===== src/rtl/rf_wport_arbiter.sv =====
// Register-file write-port arbiter: pipeline writeback (P) has priority, and the
// long-latency path (L) is forced through after losing MAX_WAIT consecutive cycles.
module rf_wport_arbiter #(
  parameter int DATA_W   = 32,
  parameter int ADDR_W   = 5,
  parameter int MAX_WAIT = 4,
  parameter int CNT_W    = 16
) (
  input  logic              clk,
  input  logic              rst,
  input  logic              p_valid,
  output logic              p_ready,
  input  logic [ADDR_W-1:0] p_rd,
  input  logic [DATA_W-1:0] p_data,
  input  logic              l_valid,
  output logic              l_ready,
  input  logic [ADDR_W-1:0] l_rd,
  input  logic [DATA_W-1:0] l_data,
  output logic              rf_wen,
  output logic [ADDR_W-1:0] rf_waddr,
  output logic [DATA_W-1:0] rf_wdata,
  output logic [CNT_W-1:0]  conflict_cnt
);

  localparam int WAIT_W = (MAX_WAIT < 1) ? 1 : $clog2(MAX_WAIT + 1);
  localparam logic [WAIT_W-1:0] WAIT_MAX = WAIT_W'(MAX_WAIT);

  logic [WAIT_W-1:0] wait_cnt;
  logic              force_l;
  logic              p_fire;
  logic              l_fire;

  // L is forced once it has been starved for MAX_WAIT cycles; P yields only then.
  always_comb begin
    force_l = l_valid && (wait_cnt >= WAIT_MAX);
    p_ready = ~force_l;
    l_ready = force_l | ~p_valid;
    p_fire  = p_valid & p_ready;
    l_fire  = l_valid & l_ready;
  end

  always_ff @(posedge clk or negedge rst) begin
    if (!rst) begin
      wait_cnt <= '0;
    end else if (!l_valid || l_fire) begin
      wait_cnt <= '0;
    end else if (wait_cnt < WAIT_MAX) begin
      wait_cnt <= wait_cnt + 1'b1;
    end
  end

  // Address and data hold between writes; only the enable drops on idle cycles.
  always_ff @(posedge clk or negedge rst) begin
    if (!rst) begin
      rf_wen   <= 1'b0;
      rf_waddr <= '0;
      rf_wdata <= '0;
    end else if (p_fire) begin
      rf_wen   <= (p_rd != '0);
      rf_waddr <= p_rd;
      rf_wdata <= p_data;
    end else if (l_fire) begin
      rf_wen   <= (l_rd != '0);
      rf_waddr <= l_rd;
      rf_wdata <= l_data;
    end else begin
      rf_wen   <= 1'b0;
    end
  end

  always_ff @(posedge clk or negedge rst) begin
    if (!rst) begin
      conflict_cnt <= '0;
    end else if (p_valid && l_valid && (conflict_cnt != {CNT_W{1'b1}})) begin
      conflict_cnt <= conflict_cnt + 1'b1;
    end
  end

endmodule


===== config.mk =====
export PLATFORM = sky130hd
export DESIGN_NAME = rf_wport_arbiter
export DESIGN_NICKNAME = d
export VERILOG_FILES = /design/src/rtl/rf_wport_arbiter.sv
export SDC_FILE = /design/constraint.sdc
export NUM_CORES = 1
export LEC_CHECK = 0
export BUFFER_PORTS_ARGS = -buffer_cell sky130_fd_sc_hd__buf_4
export CAP_MARGIN = 20
export CORE_MARGIN = 5
export CORE_UTILIZATION = 30
export CTS_CLUSTER_DIAMETER = 100
export DETAILED_ROUTE_END_ITERATION = 10
export SETUP_SLACK_MARGIN = 0.3
export SLEW_MARGIN = 20
export SYNTH_ARGS = -nofsm -noshare
export SYNTH_HDL_FRONTEND = slang
export SYNTH_SLANG_ARGS = --single-unit

===== constraint.sdc =====
create_clock -name clk -period 2.18 [get_ports clk]
set_input_delay 0.109 -clock clk [delete_from_list [all_inputs] [get_ports clk]]
set_output_delay 0.109 -clock clk [all_outputs]
set_load 0.05 [all_outputs]

Word level (Yosys, flattened, before mapping)
Cells that the tools add are included.
Storage, ports and cells
  register bits after elaboration: 57
  bits of input ports: 78
  output and inout bits: 56
  word-level logic and storage cells: 32
Cells by class
  multiplexer cells: 8
  order comparisons: 2
  add/sub/neg operators: 2
  bitwise logic cells: 5
  reduce and logical (&&, ||, !) cells: 9
  equal/unequal tests: 1
Operator list (count)
  32-bit 2-to-1 mux: 2
  16-bit by 1-bit adder with 16-bit output, second input constant: 1
  16-bit inequality test, second input constant: 1
  5-bit 2-to-1 mux: 2
  5-bit nonzero test: 2
  3-bit 2-to-1 mux: 2
  2-bit nonzero test: 2
  3-bit by 1-bit adder with 3-bit output, second input constant: 1
  3-bit >= comparator, second input constant: 1
  1-bit logical AND: 3
  3-bit < comparator, second input constant: 1
  1-bit AND: 2
  1-bit 2-to-1 mux: 2
  1-bit NOT: 2
  1-bit logical NOT: 1
  1-bit logical OR: 1
  1-bit OR: 1

Logic depth before layout (Yosys ltp)
  depth after elaboration: 6
  mapped depth: 8

Worst setup path before layout
OpenSTA, ideal clock, no wires.
  path kind: reg-to-reg
  start point: register conflict_cnt[0]
  end point: register conflict_cnt[1]
  path slack: 0.104 ns
  data arrival time: 1.950 ns
  stages on the path, launching flop included: 6
  buffers on the path: 0
  cells stage by stage: dfrtp_1 -> ha_1 -> nand4_4 -> nor4_4 -> nor2_2 -> mux2_4
On the way
  word-level cells in the longest chain between the ends: 2
  elaborated cells between the ends (all ways): 3
  those cells by class: add/sub: 1; eq/ne: 1; reduce/logical: 1
RTL lines
  start, declared: line 22  | output logic [CNT_W-1:0] conflict_cnt
  start signal, assigned: line 75  | conflict_cnt <= conflict_cnt + 1'b1;
  parallel branches: the longest is 2 deep, another holds 16-bit by 1-bit adder with 16-bit output
Parallel ways; which one is timed is not known.
A chain may end at the register's enable or synchronous reset.

Final worst setup path
Ends and elaborated chain as after synthesis.

==> run_results.csv <==
group,metric,value,unit
clock_tree,numCtsBuffers,9,
synth,netlist_instances,249,
placed_design,gp_congestion,0.775,
sta,setup_viol,0,
placed_design,dp.cells,480,
placed_design,portBuffers,133,
clock_tree,root_buffer,"clkbuf_8",
synth,ys_types,29,
flow_run,cap_violations,0,
synth,seq_area_frac_synth,53.3,%
sta,fin_ws,0.413,ns
clock_tree,clockBufferDepth,2,
synth,synth_seq_cells,57,
sta,slew_viol_final,0,
layout,antenna_cells,0,
min_path,min_path_type,"input pin to flip-flop",
route,vias,2477,
power_and_ir_drop,ir_drop,635,uV
sta,post-route-period-util,81.1,%
clock_tree,cts.sinks,57,
power_and_ir_drop,pwr_density_cell,784,mW/mm^2
die,die_x,104,um
route,post_drt_wl_per_cell,14.7,um
synth,synth_area,0.00268,sq mm
sta,period_needed,1.77,ns
global_routing,grt_util_all_layers,14.5,%
die,fp-row-count,34,
sta,worstMarginPinSlew,0.755,ns
clock_tree,h-tree-depth,3,
synth,netlist.area_leader.share,53.3,%
synth,synth.area.top_cells,"dfrtp_1, mux2i_1, o21ai_0",
layout,areaGrowthSynthToFinish,62.4,%
global_routing,grt_pass1_vias,2615,
clock_tree,clk_latency,0.33,ns
sta,rsz0062_at_grt,"false",
power_and_ir_drop,p_leak,2.20,nW
route,dr.pass1.iters,4,
route,via_per_inst,4.66,
worst_setup_path,crit_path_max_fanout,7,
placed_design,dp_worst_setup_slack,0.433,ns
clock_tree,clk_pin_slew,0.07,ns
worst_setup_path,worstPathRequired,2.40,ns
placed_design,place_hpwl,5470,um
die,core,0.00872,sq mm
sta,finalHoldViolations,0,
route,drtIter0Drc,101,
die,die_h,104,um
layout,nets,499,
sta,fin_setup_tns,0,ns
global_routing,antenna_found_initial,0,
global_routing,grt_start_max_net_pins,58,
sta,fmax,566,MHz
synth,avgSynthCellArea,10.8,sq um
die,design.die.area,0.0109,sq mm
layout,fin_cells,532,
die,io_pins,134,
synth,yosys.area.top_type,"dfrtp_1",
route,drc,0,
clock_tree,cts_tree,"done",
synth,yosysWarnings,0,
global_routing,grt_overflow_total,0,
sta,fin_hold_ws,0.0196,ns
sta,clock-skew-final,0.0112,ns
route,drt_wl_total,7800,um
worst_setup_path,critPathArrivalTime,1.98,ns
layout,drive_gt1_share,38.4,%
worst_setup_path,crit_path_start_kind,"flip-flop",
global_routing,grt_pass1_wl,13000,um
die,initial_core_util,30.7,%
run_status,status,"complete, no violations",
worst_setup_path,critPathCaptureType,"flip-flop",
sta,slew_headroom,49.7,%
synth,syn_nets,329,
route,drt.antenna.violating_nets,0,
worst_setup_path,path_class,"flip-flop to flip-flop",
## layout make-up
cell class	count	area, sq um
clock inverters	3	40.0
multi-input cells	177	1180
well taps	108	135
flip-flops and latches	57	1430
clock buffers	13	159
repair buffers	173	1400
inverters	1	3.75
fillers	792	4370
## power breakdown
part	leakage, nW	switching (mW)	internal [mW]	total [mW]
logic	1.39	0.685	0.415	1.10
clock network	0.103	0.401	0.588	0.989
registers	0.706	0.134	1.19	1.32
## cell usage after synthesis
cell type,number
nand4_4,1
mux2_4,1
buf_2,7
nor3_1,9
clkbuf_8,1
nand4_2,1
nand4_1,4
and4_2,1
dfrtp_1,57
clkbuf_1,6
and4_1,1
nor4_4,1
xor2_1,14
nor2_1,1
nand2_2,1
ha_1,2
nor3b_1,4
inv_1,1
nor4_1,3
nand3_1,4
o21ai_1,2
nand2_1,43
and3_1,1
or4_1,2
nor2_2,1
and2_1,2
o21ai_0,40
nor4b_1,1
mux2i_1,37
## cells by family after synthesis
kind of cell / Yosys count / synth area share, %
XOR/XNOR: 14 / 4.58
AND/OR/NAND/NOR: 81 / 16.2
flip-flops: 57 / 53.3
adder cells (fa/ha/maj): 2 / 0.934
AO/OA/AOI/OAI: 42 / 7.85
multiplexers: 38 / 14.4
buffers and inverters: 15 / 2.80
## worst max-delay path: stages (launching register included)
cell and delay (ns):
dfrtp_2 0.41, ha_1 0.24, nand4_4 0.17, nor4_4 0.29, buf_4 0.19, nor2_2 0.06
mux2_4 0.30
## what timing repair did
action | in CTS | in global routing
endpoints found under the setup margin | 0 | 4
hold buffers | 35 | 0
buffers inserted | 0 | 1
resized for setup | 0 | 1
endpoints found under the hold margin | 91 | 0
## state kept, by name, summed over array words and instances, names as in the netlist
signal and cells:
rf_wdata 32, rf_wen 1, rf_waddr 5, conflict_cnt 16, wait_cnt 3
## cells in the final DEF (no fill, tap or decap), types with 3 or more instances in the layout
cell type	netlist	layout
clkbuf_8	1	11
nand3_1	4	4
dlygate4sd3_1	0	35
nor4_1	3	3
xor2_1	14	14
nor3_1	9	8
nand2_1	43	43
dfrtp_1	57	55
nand4_1	4	4
nor3b_1	4	4
buf_4	0	137
mux2i_1	37	37
o21ai_0	40	40
## layer usage
metal  vias to the layer above  global-route usage [%]  routed length, um
met5                         -                       0                  0
met4                         0                    4.26                106
met3                        13                    5.83                641
met2                        92                    23.2               3780
met1                      1160                    18.0               3270
li1                       1212                       -                  -
## worst paths after layout
check / startpoint / end / slack, ns / cells past startpoint
max in group asynchronous: rst / rf_wdata[5] / 1.26 / 2
min: p_data[15] / rf_wdata[15] / 0.02 / 3
max reg2reg: conflict_cnt[0] / conflict_cnt[1] / 0.41 / 6
max: conflict_cnt[0] / conflict_cnt[1] / 0.41 / 6
min in group asynchronous: rst / conflict_cnt[0] / 0.38 / 2
min reg2reg: wait_cnt[0] / wait_cnt[0] / 0.44 / 1
## through the flow
| step | area, sq um | util (%) | power (mW) |
|---|---|---|---|
| final | 4350 | 49.9 | 3.41 |
| after global placement | 3790 | 43.4 | 2.38 |
| after floorplan | 2680 | - | 1.98 |
| after detailed placement | 3790 | 43.4 | 2.40 |
| after CTS | 4340 | 49.7 | 3.46 |
| after global routing | 4350 | 49.9 | 3.60 |
No activity file was read; power rests on OpenSTA's default activity.
